===== config.mk =====
export PLATFORM = sky130hd
export DESIGN_NAME = rv32i_multicycle_controller
export DESIGN_NICKNAME = d
export VERILOG_FILES = /design/src/rtl/rv32i_multicycle_controller.sv
export SDC_FILE = /design/constraint.sdc
export NUM_CORES = 1
export LEC_CHECK = 0
export CAP_MARGIN = 20
export CORE_MARGIN = 3
export CORE_UTILIZATION = 45
export CTS_CLUSTER_DIAMETER = 30
export DETAILED_ROUTE_END_ITERATION = 16
export DONT_BUFFER_PORTS = 1
export SLEW_MARGIN = 25
export SYNTH_ARGS = -nofsm -noshare
export SYNTH_HDL_FRONTEND = slang
export SYNTH_SLANG_ARGS = --single-unit
export TNS_END_PERCENT = 10

===== constraint.sdc =====
create_clock -name clk -period 2.4 [get_ports clk]
set_clock_uncertainty 0.2 [all_clocks]
set_input_delay 0.6 -clock clk [delete_from_list [all_inputs] [get_ports clk]]
set_output_delay 0.6 -clock clk [all_outputs]
set_load 0.01 [all_outputs]

===== src/rtl/rv32i_multicycle_controller.sv =====
// Multi-cycle RV32I control FSM: sequences fetch/decode/execute/memory/writeback
// over one shared ALU and one unified memory, and counts retired instructions.
module rv32i_multicycle_controller #(
  parameter int CNT_W = 32
) (
  input  logic             clk,
  input  logic             rst_n,
  input  logic [6:0]       opcode,
  input  logic [2:0]       funct3,
  input  logic             funct7_5,
  input  logic             zero,
  input  logic             mem_ready,
  output logic             mem_req,
  output logic             AdrSrc,
  output logic             MemWrite,
  output logic             IRWrite,
  output logic             PCWrite,
  output logic             RegWrite,
  output logic [1:0]       ResultSrc,
  output logic [1:0]       ALUSrcA,
  output logic [1:0]       ALUSrcB,
  output logic [1:0]       ImmSrc,
  output logic [2:0]       ALUControl,
  output logic             illegal_instr,
  output logic [CNT_W-1:0] instret,
  output logic [3:0]       state_o
);
  typedef enum logic [3:0] {
    S_FETCH    = 4'd0,
    S_DECODE   = 4'd1,
    S_MEMADR   = 4'd2,
    S_MEMREAD  = 4'd3,
    S_MEMWB    = 4'd4,
    S_MEMWRITE = 4'd5,
    S_EXECR    = 4'd6,
    S_EXECI    = 4'd7,
    S_ALUWB    = 4'd8,
    S_BEQ      = 4'd9,
    S_JAL      = 4'd10
  } state_t;

  localparam logic [6:0] OP_LW  = 7'b0000011;
  localparam logic [6:0] OP_SW  = 7'b0100011;
  localparam logic [6:0] OP_R   = 7'b0110011;
  localparam logic [6:0] OP_I   = 7'b0010011;
  localparam logic [6:0] OP_BEQ = 7'b1100011;
  localparam logic [6:0] OP_JAL = 7'b1101111;

  state_t           r_state;
  state_t           w_next;
  logic [CNT_W-1:0] r_instret;
  logic             w_retire;
  logic [1:0]       w_alu_op;
  logic             w_mem_req;
  logic             w_mem_write;
  logic             w_ir_write;
  logic             w_pc_write;
  logic             w_reg_write;
  logic             w_illegal;

  always_ff @(posedge clk or negedge rst_n) begin
    if (!rst_n) r_state <= S_FETCH;
    else        r_state <= w_next;
  end

  // An instruction retires on the edge that leaves its final state.
  assign w_retire = (r_state == S_MEMWB) | (r_state == S_ALUWB) | (r_state == S_BEQ) |
                    ((r_state == S_MEMWRITE) & mem_ready);

  always_ff @(posedge clk or negedge rst_n) begin
    if (!rst_n)        r_instret <= '0;
    else if (w_retire) r_instret <= r_instret + CNT_W'(1);
  end

  always_comb begin
    w_next = r_state;
    case (r_state)
      S_FETCH:    if (mem_ready) w_next = S_DECODE;
      S_DECODE: begin
        case (opcode)
          OP_LW, OP_SW: w_next = S_MEMADR;
          OP_R:         w_next = S_EXECR;
          OP_I:         w_next = S_EXECI;
          OP_BEQ:       w_next = S_BEQ;
          OP_JAL:       w_next = S_JAL;
          default:      w_next = S_FETCH;
        endcase
      end
      S_MEMADR:   w_next = (opcode == OP_SW) ? S_MEMWRITE : S_MEMREAD;
      S_MEMREAD:  if (mem_ready) w_next = S_MEMWB;
      S_MEMWB:    w_next = S_FETCH;
      S_MEMWRITE: if (mem_ready) w_next = S_FETCH;
      S_EXECR:    w_next = S_ALUWB;
      S_EXECI:    w_next = S_ALUWB;
      S_ALUWB:    w_next = S_FETCH;
      S_BEQ:      w_next = S_FETCH;
      S_JAL:      w_next = S_ALUWB;
      default:    w_next = S_FETCH;
    endcase
  end

  always_comb begin
    w_mem_req   = 1'b0;
    w_mem_write = 1'b0;
    w_ir_write  = 1'b0;
    w_pc_write  = 1'b0;
    w_reg_write = 1'b0;
    w_illegal   = 1'b0;
    w_alu_op    = 2'b00;
    AdrSrc      = 1'b0;
    ResultSrc   = 2'b00;
    ALUSrcA     = 2'b00;
    ALUSrcB     = 2'b00;
    case (r_state)
      S_FETCH: begin
        w_mem_req  = 1'b1;
        w_ir_write = mem_ready;
        w_pc_write = mem_ready;
        ALUSrcB    = 2'b10;
        ResultSrc  = 2'b10;
      end
      S_DECODE: begin
        ALUSrcA   = 2'b01;
        ALUSrcB   = 2'b01;
        w_illegal = !(opcode inside {OP_LW, OP_SW, OP_R, OP_I, OP_BEQ, OP_JAL});
      end
      S_MEMADR: begin
        ALUSrcA = 2'b10;
        ALUSrcB = 2'b01;
      end
      S_MEMREAD: begin
        w_mem_req = 1'b1;
        AdrSrc    = 1'b1;
      end
      S_MEMWB: begin
        ResultSrc   = 2'b01;
        w_reg_write = 1'b1;
      end
      S_MEMWRITE: begin
        w_mem_req   = 1'b1;
        AdrSrc      = 1'b1;
        w_mem_write = 1'b1;
      end
      S_EXECR: begin
        ALUSrcA  = 2'b10;
        w_alu_op = 2'b10;
      end
      S_EXECI: begin
        ALUSrcA  = 2'b10;
        ALUSrcB  = 2'b01;
        w_alu_op = 2'b10;
      end
      S_ALUWB:    w_reg_write = 1'b1;
      S_BEQ: begin
        ALUSrcA    = 2'b10;
        w_alu_op   = 2'b01;
        w_pc_write = zero;
      end
      S_JAL: begin
        ALUSrcA    = 2'b01;
        ALUSrcB    = 2'b10;
        w_pc_write = 1'b1;
      end
      default: ;
    endcase
  end

  always_comb begin
    ALUControl = 3'b000;
    case (w_alu_op)
      2'b01: ALUControl = 3'b001;
      2'b10: begin
        case (funct3)
          3'b000:  ALUControl = (opcode[5] & funct7_5) ? 3'b001 : 3'b000;
          3'b010:  ALUControl = 3'b101;
          3'b110:  ALUControl = 3'b011;
          3'b111:  ALUControl = 3'b010;
          default: ALUControl = 3'b000;
        endcase
      end
      default: ALUControl = 3'b000;
    endcase
  end

  always_comb begin
    case (opcode)
      OP_SW:   ImmSrc = 2'b01;
      OP_BEQ:  ImmSrc = 2'b10;
      OP_JAL:  ImmSrc = 2'b11;
      default: ImmSrc = 2'b00;
    endcase
  end

  // Write/request strobes are held low for the whole time reset is asserted.
  assign mem_req       = w_mem_req   & rst_n;
  assign MemWrite      = w_mem_write & rst_n;
  assign IRWrite       = w_ir_write  & rst_n;
  assign PCWrite       = w_pc_write  & rst_n;
  assign RegWrite      = w_reg_write & rst_n;
  assign illegal_instr = w_illegal   & rst_n;
  assign instret       = r_instret;
  assign state_o       = r_state;
endmodule


==> results.tsv, run 1 <==
stage	metric	value	unit
cells_and_area	ant diodes	0	
clock_network	Clock Latency Late Sink	0.28	ns
power	maximum VDD drop	0.2959	mV
setup_path	reg2reg end	instret[31]	
yosys	top cells by count, synth	36 x dfrtp_1, 28 x xnor2_1, 25 x nand2_1, 14 x nand3_1, 14 x nor2_1	
route	routed wire length per instance	16.83	um
setup_path	Worst setup SP type	register	
cells_and_area	design area	2445	um^2
yosys	Synthesis Warnings	0	
floorplan	core area	4202	um^2
sta	Slew Viols, Final	0	
clock_network	Reg clk slew, reported paths	0.07	ns
route	Detailed Routing Iterations Pass 1	4	
yosys	post-synthesis mux area share	2.013	%
yosys	Synth top area share	43.93	%
yosys	Synth Area in Compound Gates	5.552	%
yosys	top-count cell post-synth	dfrtp_1	
min_path	min-delay src	mem_ready	
run	max-cap viol count	0	
yosys	dominant cells by area after synthesis	dfrtp_1 44%, xnor2_1 12%, nand2_1 4.6%	
setup_path	Crit Path Category	reg -> out	
sta	final worst-path cycle share	102.2	%
clock_network	CTS root buf	clkbuf_8	
sta	minimum clock period	2.454	ns
clock_network	H-tree depth	2	
route	DR DRC count	0	
yosys	Synth Area in XOR/XNOR	14.95	%
yosys	sequential-to-total area share from yosys stat	43.93	%
cells_and_area	layout cells sized above 1	21.01	%
yosys	cells after synthesis	213	
min_path	Hold Path Sink	state_o[2]	
placed_design	port bufs	0	
placed_design	Placed Area	2218	um^2
floorplan	Chip Height	73.51	um
yosys	post-synthesis simple-gate area fraction	28.49	%
sta	# setup viols final	1	
floorplan	io pins	69	
sta	Setup WS post-layout	-0.05378	ns
floorplan	Initial Util	48.81	%
setup_path	CP required	1.60	ns
grt	vias in the first global route	1643	
clock_network	# clock sinks	36	
cells_and_area	Area Overhead vs Synth	19.22	%
setup_path	CP endpoint kind	output pin	
setup_path	r2r startpoint	state_o[3]	
sta	RSZ-0062 raised after global routing	yes	
min_path	Hold Path Stages	2	
power	Leak	0.001134	uW
grt	total grt overflow	0	
floorplan	width of the die	73.51	um
yosys	post-synthesis sequential element count	36	
yosys	biggest area consumer among synthesized cells	dfrtp_1	
yosys	Synth Flop Type	dfrtp_1	
yosys	number of flops mapped to enable cells by yosys	0	
yosys	share of flip-flops with an asynchronous set or reset	100.0	%
floorplan	std cell rows	23	
setup_path	Worst EP arrival	1.65	ns
sta	worst rel slew slack	71.34	%
yosys	area share of fa/ha/maj cells after synthesis	1.830	%
clock_network	TritonCTS Buffers	5	
min_path	Hold Path Class	in -> reg	
clock_network	CTS tree	done	
route	vias after detailed routing	1684	
yosys	Net Count, Synth	231	
run_status	status	finished with violations	
placed_design	GPL Wtd Cong	0.8688	
sta	Max Freq	0.4075	GHz
yosys	largest family of logic cells by synthesized area	simple AND/OR/NAND/NOR gates	
setup_path	CP max FO	3	
setup_path	FF-to-FF setup slack	0.38	ns
sta	setup TNS	-0.05378	ns
route	DRT antenna net count	0	
sta	hold slack	0.2972	ns
yosys	Avg Cell Area, Syn	9.628	um^2
yosys	Synth cell types	41	
grt	initial antenna violation count	0	
cells_and_area	final net count	255	
grt	largest net degree at the start of global routing	37	
grt	gr usage total	18.77	%
floorplan	die area	5403	um^2
power	pwr/cell area	519.9	nW/um^2
route	Iteration-0 DRC Markers	54	
clock_network	clk buf depth	2	
cells_and_area	Filler cells	368	
setup_path	worst r2r path cells	7	
sta	Fin. Hold Viols	0	
sta	worst-margin pin slew	0.4239	ns
run_status	failing checks	setup timing	
route	via/cell ratio	5.847	
yosys	Post-Syn Area	2051	um^2
route	WL final	4848	um
placed_design	DP HPWL	3416	um
grt	first-pass GRT wire length	7928	um
==> cell type report <==
type / instances / area, um^2 / area share, %
Sequential cell: 36 / 900.9 / 36.85
Multi-Input combinational cell: 164 / 1155 / 47.24
Inverter: 4 / 15.01 / 0.6141
Timing Repair Buffer: 26 / 217.7 / 8.905
Clock inverter: 1 / 7.507 / 0.3071
Tap cell: 50 / 62.56 / 2.559
Clock buffer: 7 / 86.33 / 3.531
==> power by group <==
group          internal (uW)  switching, uW  leakage (uW)
Clock                    233            215     0.0000445
Sequential               627           34.5      0.000498
Combinational           72.7           88.6      0.000592
Total                    933            338       0.00113
==> worst max-delay path by stage <==
stage	to	startpoint	slack [ns]
5_1_grt	illegal_instr	state_o[0]	-0.09
6_report	ALUControl[2]	state_o[2]	-0.05
2_1_floorplan	ALUControl[2]	state_o[1]	0.02
3_5_place_dp	ALUControl[2]	state_o[2]	0.14
4_1_cts	PCWrite	state_o[1]	-0.04
3_3_place_gp	ALUControl[2]	state_o[2]	0.18
==> through the flow <==
step | utilization, % | power, uW | setup slack [ns] | instances
after floorplan | - | 766.2 | 0.01599 | 213
after global placement | 52.80 | 802.6 | 0.1798 | 274
after detailed placement | 52.80 | 806.8 | 0.1424 | 274
after CTS | 57.47 | 1281 | -0.03654 | 288
after global routing | 58.19 | 1336 | -0.09240 | 288
final | 58.19 | 1271 | -0.05378 | 288
==> routing by layer <==
layer,GRT usage [%],share of wire [%]
met5,0,0
met4,4.829,1.3
met3,5.882,7.2
met2,31.69,51
met1,23.14,41
==> cells in the final DEF, fill, tap and decap left out, types with 3 or more instances in the layout <==
master,count
o21ai_0,3
nand4_1,8
dfrtp_1,36
xor2_1,7
nand2b_1,3
mux2i_1,3
nand3_1,14
buf_4,22
inv_1,3
and2_1,3
nand2_1,24
nor2_1,13
and3_1,10
a21oi_1,4
clkbuf_8,6
and4_1,3
nor3_1,5
xnor2_1,28
==> flip-flops by register name, indices dropped and copies added, names as in the netlist <==
| signal | flops |
|---|---|
| instret | 32 |
| state_o | 4 |
==> timing repair <==
item	in CTS	in global routing
endpoints found under the hold margin	36	0
setup buffers	4	0
pin swaps	3	3
resized for setup	8	7
hold buffers	2	0
setup endpoints to repair	5	6
==> cell families after synthesis <==
family,after synthesis
compound gates,17
xor+xnor,35
fa+ha+maj,3
buf+inv,13
flops,36
mux,4
simple gates,105
==> critical path, cell delays in order (launching register included) <==
cell and delay [ns]:
dfrtp_1 0.40, and2b_1 0.23, nand2_2 0.08, ha_4 0.23
nor4_2 0.27, buf_4 0.16
Note: power is estimated with default switching activity, not from simulation.
==> inputs of run 2 (changes only) <==
- CTS_CLUSTER_DIAMETER: 30 -> 50
- PLACE_DENSITY: default -> 0.58
==> results.tsv, run 2 (same netlist as run 1, synthesis figures left out) <==
stage	metric	value	unit	change
route	Detailed Routing Iterations Pass 1	4		unchanged
cells_and_area	max FFs per register	32		unchanged
floorplan	width of the die	73.51	um	unchanged
cells_and_area	area of the multi-input gates	1164	um^2	was 1155 um^2
clock_network	H-tree depth	2		unchanged
cells_and_area	Filler cells	388		was 368
sta	# setup viols final	1		unchanged
route	Iteration-0 DRC Markers	75		was 54
sta	worst rel slew slack	68.90	%	was 71.34%
setup_path	CP required	1.60	ns	about the same
setup_path	worst r2r path cells	5		was 7
grt	largest net degree at the start of global routing	37		unchanged
clock_network	CTS root buf	clkbuf_8		unchanged
sta	final worst-path cycle share	100.6	%	was 102.2%
grt	initial antenna violation count	0		unchanged
cells_and_area	layout cells sized above 1	20.68	%	was 21.01%
setup_path	Critical Path Slowest Stage Cell	dfrtp_1		unchanged
cells_and_area	Final Non-Filler Cells	287		was 288
cells_and_area	post-route core utilization	57.98	%	was 58.19%
run_status	failing checks	setup timing		unchanged
clock_network	Reg clk slew, reported paths	0.06	ns	was 0.07 ns
grt	vias in the first global route	1659		was 1643
setup_path	CP cell instances	and2b_1 > nand2_2 > ha_4 > nor4_4 > buf_4		was and2b_1 > nand2_2 > ha_4 > nor4_2 > buf_4
floorplan	die area	5403	um^2	unchanged
clock_network	CTS tree	done		unchanged
route	vias after detailed routing	1660		was 1684
setup_path	Crit Path Category	reg -> out		unchanged
power	pwr/cell area	508.0	nW/um^2	was 519.9 nW/um^2
sta	worst-margin pin slew	0.4601	ns	was 0.4239 ns
cells_and_area	Area Overhead vs Synth	18.79	%	was 19.22%
min_path	Hold Path Sink	state_o[2]		unchanged
route	WL final	4948	um	was 4848 um
sta	Max Freq	0.4143	GHz	was 0.4075 GHz
placed_design	port bufs	0		unchanged
floorplan	Initial Util	48.81	%	unchanged
floorplan	io pins	69		unchanged
floorplan	core area	4202	um^2	unchanged
setup_path	Setup crit start	state_o[2]		unchanged
clock_network	# clock sinks	36		unchanged
cells_and_area	commonest non-fill, non-tap cell in the layout	dfrtp_1		unchanged
grt	total grt overflow	0		unchanged
setup_path	CP max FO	3		unchanged
floorplan	Chip Height	73.51	um	unchanged
sta	Setup WS post-layout	-0.01374	ns	was -0.05378 ns
route	via/cell ratio	5.784		was 5.847
placed_design	GPL Wtd Cong	0.8208		was 0.8688
min_path	Hold Path Stages	2		unchanged
cells_and_area	final net count	254		was 255
placed_design	Cells after DPL	273		was 274
setup_path	CP delay by family, top	simple AND/OR/NAND/NOR gates		unchanged
sta	Slew Viols, Final	0		unchanged
route	DRT antenna net count	0		unchanged
clock_network	Clock Latency Late Sink	0.28	ns	about the same
cells_and_area	most frequent cells in the layout	36 x dfrtp_1, 28 x xnor2_1, 24 x nand2_1, 22 x buf_4, 14 x nand3_1		unchanged
setup_path	r2r startpoint	instret[7]		was state_o[3]
cells_and_area	Sequential Area	900.9	um^2	unchanged
cells_and_area	design area	2436	um^2	was 2445 um^2
grt	gr usage total	18.99	%	was 18.77%
sta	setup TNS	-0.01374	ns	was -0.05378 ns
setup_path	WP buf/inv	1		unchanged
floorplan	std cell rows	23		unchanged
route	DR DRC count	0		unchanged
setup_path	CP endpoint kind	output pin		unchanged
setup_path	Worst EP arrival	1.61	ns	was 1.65 ns
route	routed wire length per instance	17.24	um	was 16.83 um
clock_network	TritonCTS Buffers	5		unchanged
sta	minimum clock period	2.414	ns	was 2.454 ns
sta	RSZ-0062 raised after global routing	yes		unchanged
setup_path	crit-path max cell delay	0.39	ns	was 0.40 ns
placed_design	DP HPWL	3609	um	was 3416 um
clock_network	clk buf depth	2		unchanged
setup_path	Worst setup SP type	register		unchanged
power	Leak	0.001135	uW	was 0.001134 uW
placed_design	Placed Area	2211	um^2	was 2218 um^2
setup_path	FF-to-FF setup slack	0.27	ns	was 0.38 ns
power	maximum VDD drop	0.2690	mV	was 0.2959 mV
run	max-cap viol count	0		unchanged
run_status	status	finished with violations		unchanged
min_path	Hold Path Class	in -> reg		unchanged
setup_path	reg2reg end	instret[31]		unchanged
min_path	min-delay src	mem_ready		unchanged
grt	first-pass GRT wire length	8038	um	was 7928 um
sta	Fin. Hold Viols	0		unchanged
cells_and_area	ant diodes	0		unchanged
[run 2: metal layers]
metal | share of wire, % | wire length [um] | track usage [%]
met3 | 7.9 | 389 | 6.430
met1 | 43 | 2107 | 23.78
met2 | 49 | 2412 | 31.59
met4 | 0.77 | 38 | 4.225
met5 | 0 | 0 | 0
[run 2: worst register-to-register path, delay by kind of cell, from the launching register on]
| kind | cells | cell delay, ns |
|---|---|---|
| simple gates | 4 | 1.13 |
| flops | 1 | 0.52 |
| xor+xnor | 1 | 0.15 |
[run 2: per-stage QoR]
step	power, uW	hold WS (ns)	setup WS, ns
2_1_floorplan	766.2	0.1044	0.01599
4_1_cts	1249	0.3058	-0.03583
3_5_place_dp	809.7	0.1053	0.1045
3_3_place_gp	801.7	0.1053	0.1791
5_1_grt	1298	0.3203	-0.1215
6_report	1238	0.3163	-0.01374
[run 2: worst max-delay path by stage]
stage                          to  slack (ns)  cells after the start
floorplan           ALUControl[2]        0.02                      5
global placement    ALUControl[2]        0.18                      5
detailed placement  ALUControl[2]        0.10                      5
CTS                 ALUControl[2]       -0.04                      5
global route        ALUControl[2]       -0.12                      5
finish              ALUControl[2]       -0.01                      5
[run 2: timing repair]
action,4_1_cts,5_1_grt
endpoints found under the setup margin,5,6
pin swaps,2,1
endpoints found under the hold margin,36,0
gates cloned,0,0
gates resized for setup,8,6
hold buffers,2,0
buffers inserted,4,0
[run 2: area by class of cell]
cell class              count  area share, %
flip-flops and latches     36          36.98
multi-input cells         164          47.77
inverters                   4         0.6163
clock buffers               5          2.825
repair buffers             25          8.475
clock inverters             3         0.7704
well taps                  50          2.568
[run 2: where the power goes]
group	switching [uW]	internal, uW
Clock	211	202
Combinational	88.9	71.8
Sequential	37.0	627
